### src/rtl/dequant_invscan_4x4.sv
// Dequantizes zigzag-ordered 4x4 coefficient levels into a raster buffer and
// emits the finished block as four registered rows for the downstream IDCT.
module dequant_invscan_4x4 #(
  parameter int LVL_W   = 16,
  parameter int SCL_W   = 8,
  parameter int Q_SHIFT = 2,
  parameter int OUT_W   = 25
) (
  input  logic                    clk,
  input  logic                    reset,
  input  logic signed [LVL_W-1:0] coef_in,
  input  logic        [SCL_W-1:0] q_scale,
  input  logic                    coef_valid,
  input  logic                    coef_last,
  output logic                    coef_ready,
  output logic                    out_valid,
  output logic                    out_sob,
  output logic signed [OUT_W-1:0] d_out_1,
  output logic signed [OUT_W-1:0] d_out_2,
  output logic signed [OUT_W-1:0] d_out_3,
  output logic signed [OUT_W-1:0] d_out_4
);

  // state  | meaning
  // S_FILL | accepting levels into the raster buffer
  // S_EMIT | presenting rows 0..3, no input accepted
  localparam logic [0:0] S_FILL = 1'b0;
  localparam logic [0:0] S_EMIT = 1'b1;

  localparam int P_W = LVL_W + SCL_W + 1;
  localparam int R_W = P_W + Q_SHIFT;
  localparam logic signed [R_W-1:0] SAT_MAX = {{(R_W-OUT_W+1){1'b0}}, {(OUT_W-1){1'b1}}};
  localparam logic signed [R_W-1:0] SAT_MIN = ~SAT_MAX;

  logic [0:0]              state_q, state_d;
  logic [3:0]              idx_q, idx_d;
  logic [1:0]              row_q, row_d;
  logic signed [OUT_W-1:0] buf_q [16];
  logic signed [OUT_W-1:0] buf_d [16];
  logic signed [OUT_W-1:0] dout_q [4];
  logic signed [OUT_W-1:0] dout_d [4];
  logic                    valid_q, valid_d;
  logic                    sob_q, sob_d;

  logic                    accept, term;
  logic [1:0]              row_sel;
  logic signed [P_W-1:0]   a_ext, b_ext, prod;
  logic signed [R_W-1:0]   shifted;
  logic signed [OUT_W-1:0] deq;

  function automatic logic [3:0] zz_pos(input logic [3:0] k);
    case (k)
      4'd0:  zz_pos = 4'd0;
      4'd1:  zz_pos = 4'd1;
      4'd2:  zz_pos = 4'd4;
      4'd3:  zz_pos = 4'd8;
      4'd4:  zz_pos = 4'd5;
      4'd5:  zz_pos = 4'd2;
      4'd6:  zz_pos = 4'd3;
      4'd7:  zz_pos = 4'd6;
      4'd8:  zz_pos = 4'd9;
      4'd9:  zz_pos = 4'd12;
      4'd10: zz_pos = 4'd13;
      4'd11: zz_pos = 4'd10;
      4'd12: zz_pos = 4'd7;
      4'd13: zz_pos = 4'd11;
      4'd14: zz_pos = 4'd14;
      default: zz_pos = 4'd15;
    endcase
  endfunction

  assign coef_ready = (state_q == S_FILL);
  assign accept     = coef_valid && coef_ready;
  assign term       = accept && (coef_last || (idx_q == 4'd15));

  // Shift in the widened domain so saturation sees the true magnitude.
  always_comb begin
    a_ext   = P_W'(coef_in);
    b_ext   = P_W'($signed({1'b0, q_scale}));
    prod    = a_ext * b_ext;
    shifted = R_W'(prod) <<< Q_SHIFT;
    if (shifted > SAT_MAX)      deq = SAT_MAX[OUT_W-1:0];
    else if (shifted < SAT_MIN) deq = SAT_MIN[OUT_W-1:0];
    else                        deq = shifted[OUT_W-1:0];
  end

  always_comb begin
    state_d = state_q;
    idx_d   = idx_q;
    row_d   = row_q;
    buf_d   = buf_q;
    valid_d = 1'b0;
    sob_d   = 1'b0;
    row_sel = 2'd0;
    for (int c = 0; c < 4; c++) dout_d[c] = '0;
    case (state_q)
      S_FILL: begin
        if (accept) begin
          buf_d[zz_pos(idx_q)] = deq;
          if (term) begin
            state_d = S_EMIT;
            idx_d   = 4'd0;
            row_d   = 2'd0;
            valid_d = 1'b1;
            sob_d   = 1'b1;
          end else begin
            idx_d = idx_q + 4'd1;
          end
        end
      end
      default: begin
        if (row_q == 2'd3) begin
          state_d = S_FILL;
          row_d   = 2'd0;
          for (int i = 0; i < 16; i++) buf_d[i] = '0;
        end else begin
          row_d   = row_q + 2'd1;
          row_sel = row_q + 2'd1;
          valid_d = 1'b1;
        end
      end
    endcase
    // Row 0 is taken from buf_d so the terminating coefficient is included.
    if (valid_d) begin
      for (int c = 0; c < 4; c++) dout_d[c] = buf_d[{row_sel, 2'(c)}];
    end
  end

  always_ff @(posedge clk) begin
    if (reset) begin
      state_q <= S_FILL;
      idx_q   <= 4'd0;
      row_q   <= 2'd0;
      valid_q <= 1'b0;
      sob_q   <= 1'b0;
      for (int i = 0; i < 16; i++) buf_q[i] <= '0;
      for (int c = 0; c < 4; c++) dout_q[c] <= '0;
    end else begin
      state_q <= state_d;
      idx_q   <= idx_d;
      row_q   <= row_d;
      valid_q <= valid_d;
      sob_q   <= sob_d;
      buf_q   <= buf_d;
      dout_q  <= dout_d;
    end
  end

  assign out_valid = valid_q;
  assign out_sob   = sob_q;
  assign d_out_1   = dout_q[0];
  assign d_out_2   = dout_q[1];
  assign d_out_3   = dout_q[2];
  assign d_out_4   = dout_q[3];

endmodule

### config.mk
export PLATFORM = sky130hd
export DESIGN_NAME = dequant_invscan_4x4
export DESIGN_NICKNAME = d
export VERILOG_FILES = /design/src/rtl/dequant_invscan_4x4.sv
export SDC_FILE = /design/constraint.sdc
export NUM_CORES = 2
export LEC_CHECK = 0
export ABC_AREA = 1
export BUFFER_PORTS_ARGS = -buffer_cell sky130_fd_sc_hd__buf_2
export CORE_ASPECT_RATIO = 0.7
export CORE_MARGIN = 10
export CORE_UTILIZATION = 50
export DETAILED_ROUTE_END_ITERATION = 12
export GPL_ROUTABILITY_DRIVEN = 0
export PLACE_DENSITY = 0.69
export SYNTH_ARGS = -nofsm -noshare
export SYNTH_HDL_FRONTEND = slang
export SYNTH_SLANG_ARGS = --single-unit
### constraint.sdc
create_clock -name clk -period 4.8 [get_ports clk]
set_clock_uncertainty 0.15 [all_clocks]
set_input_delay 0.24 -clock clk [delete_from_list [all_inputs] [get_ports clk]]
set_output_delay 0.24 -clock clk [all_outputs]
set_load 0.01 [all_outputs]
==> results.sh <==
export IMPL_cts_max_level=2
export IMPL_yosysSeqAreaShare_pct=31.1
export IMPL_hold_violations=0
export IMPL_viasPerCell=5.49
export IMPL_max_freq_mhz=211
export IMPL_synth_area_leader_cell="dfxtp_1"
export IMPL_leakage_nw=19.7
export IMPL_grt_pass1_wl_um=175000
export IMPL_rows=78
export IMPL_status="complete, no violations"
export IMPL_cts_path_max_buffers=3
export IMPL_arrival_ps=5110
export IMPL_seqPwrFrac_pct=13.0
export IMPL_insertion_delay_ps=640
export IMPL_hold_path_class="input port to flop"
export IMPL_numCtsBuffers=52
export IMPL_die_x_um=327
export IMPL_drc_errors=0
export IMPL_synth_area_um2=33000
export IMPL_critPathKind="input port to flop"
export IMPL_synth_area_top_cells="dfxtp_1 31%, nand2_1 18%, inv_1 9.1%"
export IMPL_worstSetupEndpointType="flop"
export IMPL_groute_usage_overall_pct=27.9
export IMPL_required_ps=5180
export IMPL_vias=34700
export IMPL_initial_core_util_pct=50.7
export IMPL_worst_ir_drop_vdd_mv=1.36
export IMPL_path_max_fanout=16
export IMPL_cp_start_kind="input port"
export IMPL_slew_violations=0
export IMPL_tritoncts="done"
export IMPL_switching_share_pct=50.8
export IMPL_dpl_hpwl_um=71200
export IMPL_syn_to_final_growth_pct=19.6
export IMPL_internal_power_mw=16.9
export IMPL_numClockSinks=512
export IMPL_yosys_warnings=0
export IMPL_totalWireLength_um=116000
export IMPL_grt_max_degree=186
export IMPL_setup_viol=0
export IMPL_hold_slack_ps=42.6
export IMPL_utilization_pct=60.6
export IMPL_layout_common_cells="1490 x nand2_1, 789 x inv_1, 511 x dfxtp_1, 476 x a21oi_1, 458 x nand3_1"
export IMPL_ys_types=40
export IMPL_drt_iter0_drc=4302
export IMPL_syn_inst=5238
export IMPL_layout_nets=5582
export IMPL_p_comb_share_pct=74.8
export IMPL_antenna_found_initial=0
export IMPL_rsz0062_at_grt="yes"
export IMPL_synth_seq_cells=512
export IMPL_final_common_cell="nand2_1"
export IMPL_synth_nets=5426
export IMPL_wire_per_inst_um=18.3
export IMPL_grt_overflow_total=0
export IMPL_worst_pin_slew_ps=1220
export IMPL_cellPowerDensity_nw_per_um2=873
export IMPL_ant_nets=0
export IMPL_die_height_um=235
export IMPL_drt_first_pass_iters=9
export IMPL_ios=131
export IMPL_grt_pass1_vias=30700
export IMPL_p_sw_mw=17.5
export IMPL_maxCapViolCount=0
export IMPL_slew_headroom_pct=18.4
export IMPL_post_route_min_period_ps=4740
export IMPL_avgSynthCellArea_um2=6.30
export IMPL_synth_top_area_share_pct=31.1
export IMPL_core_area_um2=65100
export IMPL_clockPowerShare_pct=12.2
export IMPL_finalCritPeriodShare_pct=98.7
export IMPL_clkTransAtPathRegs_ps=60
export IMPL_dieArea_um2=76900
export IMPL_port_buffers=130
export IMPL_root_buffer="clkbuf_16"
export IMPL_drive_above_1_share_pct=14.8
-- per-stage QoR --
step / power (mW) / setup TNS [ps] / instances / instance area [µm²] / setup slack, ps
detailed placement: 24.9 / -259450 / 6172 / 36300 / -702
global placement: 24.9 / -241750 / 6172 / 36300 / -658
floorplan: 12.6 / -1290 / 5238 / 33300 / -18.6
CTS: 29.4 / -3.96 / 6270 / 38100 / -3.96
global route: 35.1 / -6250 / 6313 / 39500 / -97.4
finish: 34.5 / 0 / 6314 / 39500 / 62.2
-- critical path, stage by stage --
cell and delay (ps):
buf_2 180, nand2_1 110, fa_2 560, inv_1 50, fa_1 500, fa_1 490, inv_1 50, fa_1 480
inv_1 60, ha_4 300, nand2_4 70, inv_2 60, nand2_4 60, nor3_4 230, nand3_2 120, nand4_1 170
nand2_4 130, buf_4 160, buf_4 200, o21ai_1 210, o22ai_1 110, o21bai_1 210, a21oi_1 120, buf_4 200
-- logic make-up (layout without fill, tap and decap cells) --
kind of cell	after synthesis	in the layout	synth area share [%]
xor+xnor	18	18	0.478
simple gates	2553	2556	33.1
other cells	0	1	0
fa+ha+maj	160	160	8.39
buf+inv	1195	1387	13.9
flops	512	512	31.1
compound gates	800	800	13.1
-- timing repair --
| item | 4_1_cts | 5_1_grt |
|---|---|---|
| gates cloned | 1 | 12 |
| hold endpoints to repair | 2 | 0 |
| gates resized for setup | 9 | 254 |
| buffers inserted | 1 | 32 |
| pin swaps | 4 | 88 |
| hold buffers | 3 | 0 |
| setup endpoints to repair | 138 | 468 |
-- registers in the layout, summed over array words and instances, names as in the netlist, 2 cells and up, named ones only --
register / count
buf_q: 400
d_out_1: 25
d_out_2: 25
d_out_3: 25
d_out_4: 25
idx_q: 4
row_q: 2
-- worst paths after layout --
path / start / endpoint / slack (ps) / depth (start not counted)
worst max-delay path: coef_in[14] / d_out_1[24] / 60 / 24
worst min-delay path: reset / buf_q[201] / 40 / 2
worst max register to register: out_valid / d_out_2[14] / 750 / 8
worst min register to register: buf_q[35] / buf_q[35] / 310 / 2
-- routing by layer --
layer | vias up | GRT usage (%) | share of wire (%)
li1 | 16800 | - | -
met1 | 15900 | 39.7 | 43
met2 | 1762 | 41.7 | 43
met3 | 218 | 5.73 | 11
met4 | 0 | 8.81 | 3.3
met5 | - | 0 | 0
-- power by group through the flow --
stage | clock (mW) | combinational, mW | sequential (mW)
after floorplan | 0 | 8.01 | 4.57
after global placement | 0 | 20.3 | 4.58
after detailed placement | 0 | 20.3 | 4.58
after CTS | 4.21 | 20.7 | 4.49
after global routing | 4.38 | 26.2 | 4.50
final | 4.19 | 25.8 | 4.49
-- final cells by class --
| cell class | count | area, µm² |
|---|---|---|
| diodes | 1 | 2.50 |
| clock buffers | 77 | 1530 |
| clock inverters | 16 | 173 |
| fillers | 6055 | 25600 |
| inverters | 818 | 3100 |
| multi-input cells | 3534 | 19200 |
| flip-flops and latches | 512 | 10300 |
| well taps | 880 | 1100 |
| repair buffers | 476 | 4150 |
-- synth_stat cells (all sizes together) --
master	n
a21oi	506
a31o	1
o32a	3
or3	5
nor3	6
xnor2	8
and3	3
ha	58
a2bb2oi	2
nand2	1574
o21bai	4
fa	102
clkinv	3
nor2	265
or2	19
o211ai	5
nand4	199
a22oi	18
o21ai	187
o22ai	2
o21a	71
clkbuf	324
buf	53
o211a	1
nand3	482
xor2	10
inv	815
dfxtp	512
Note: power is estimated with default switching activity, not from simulation.
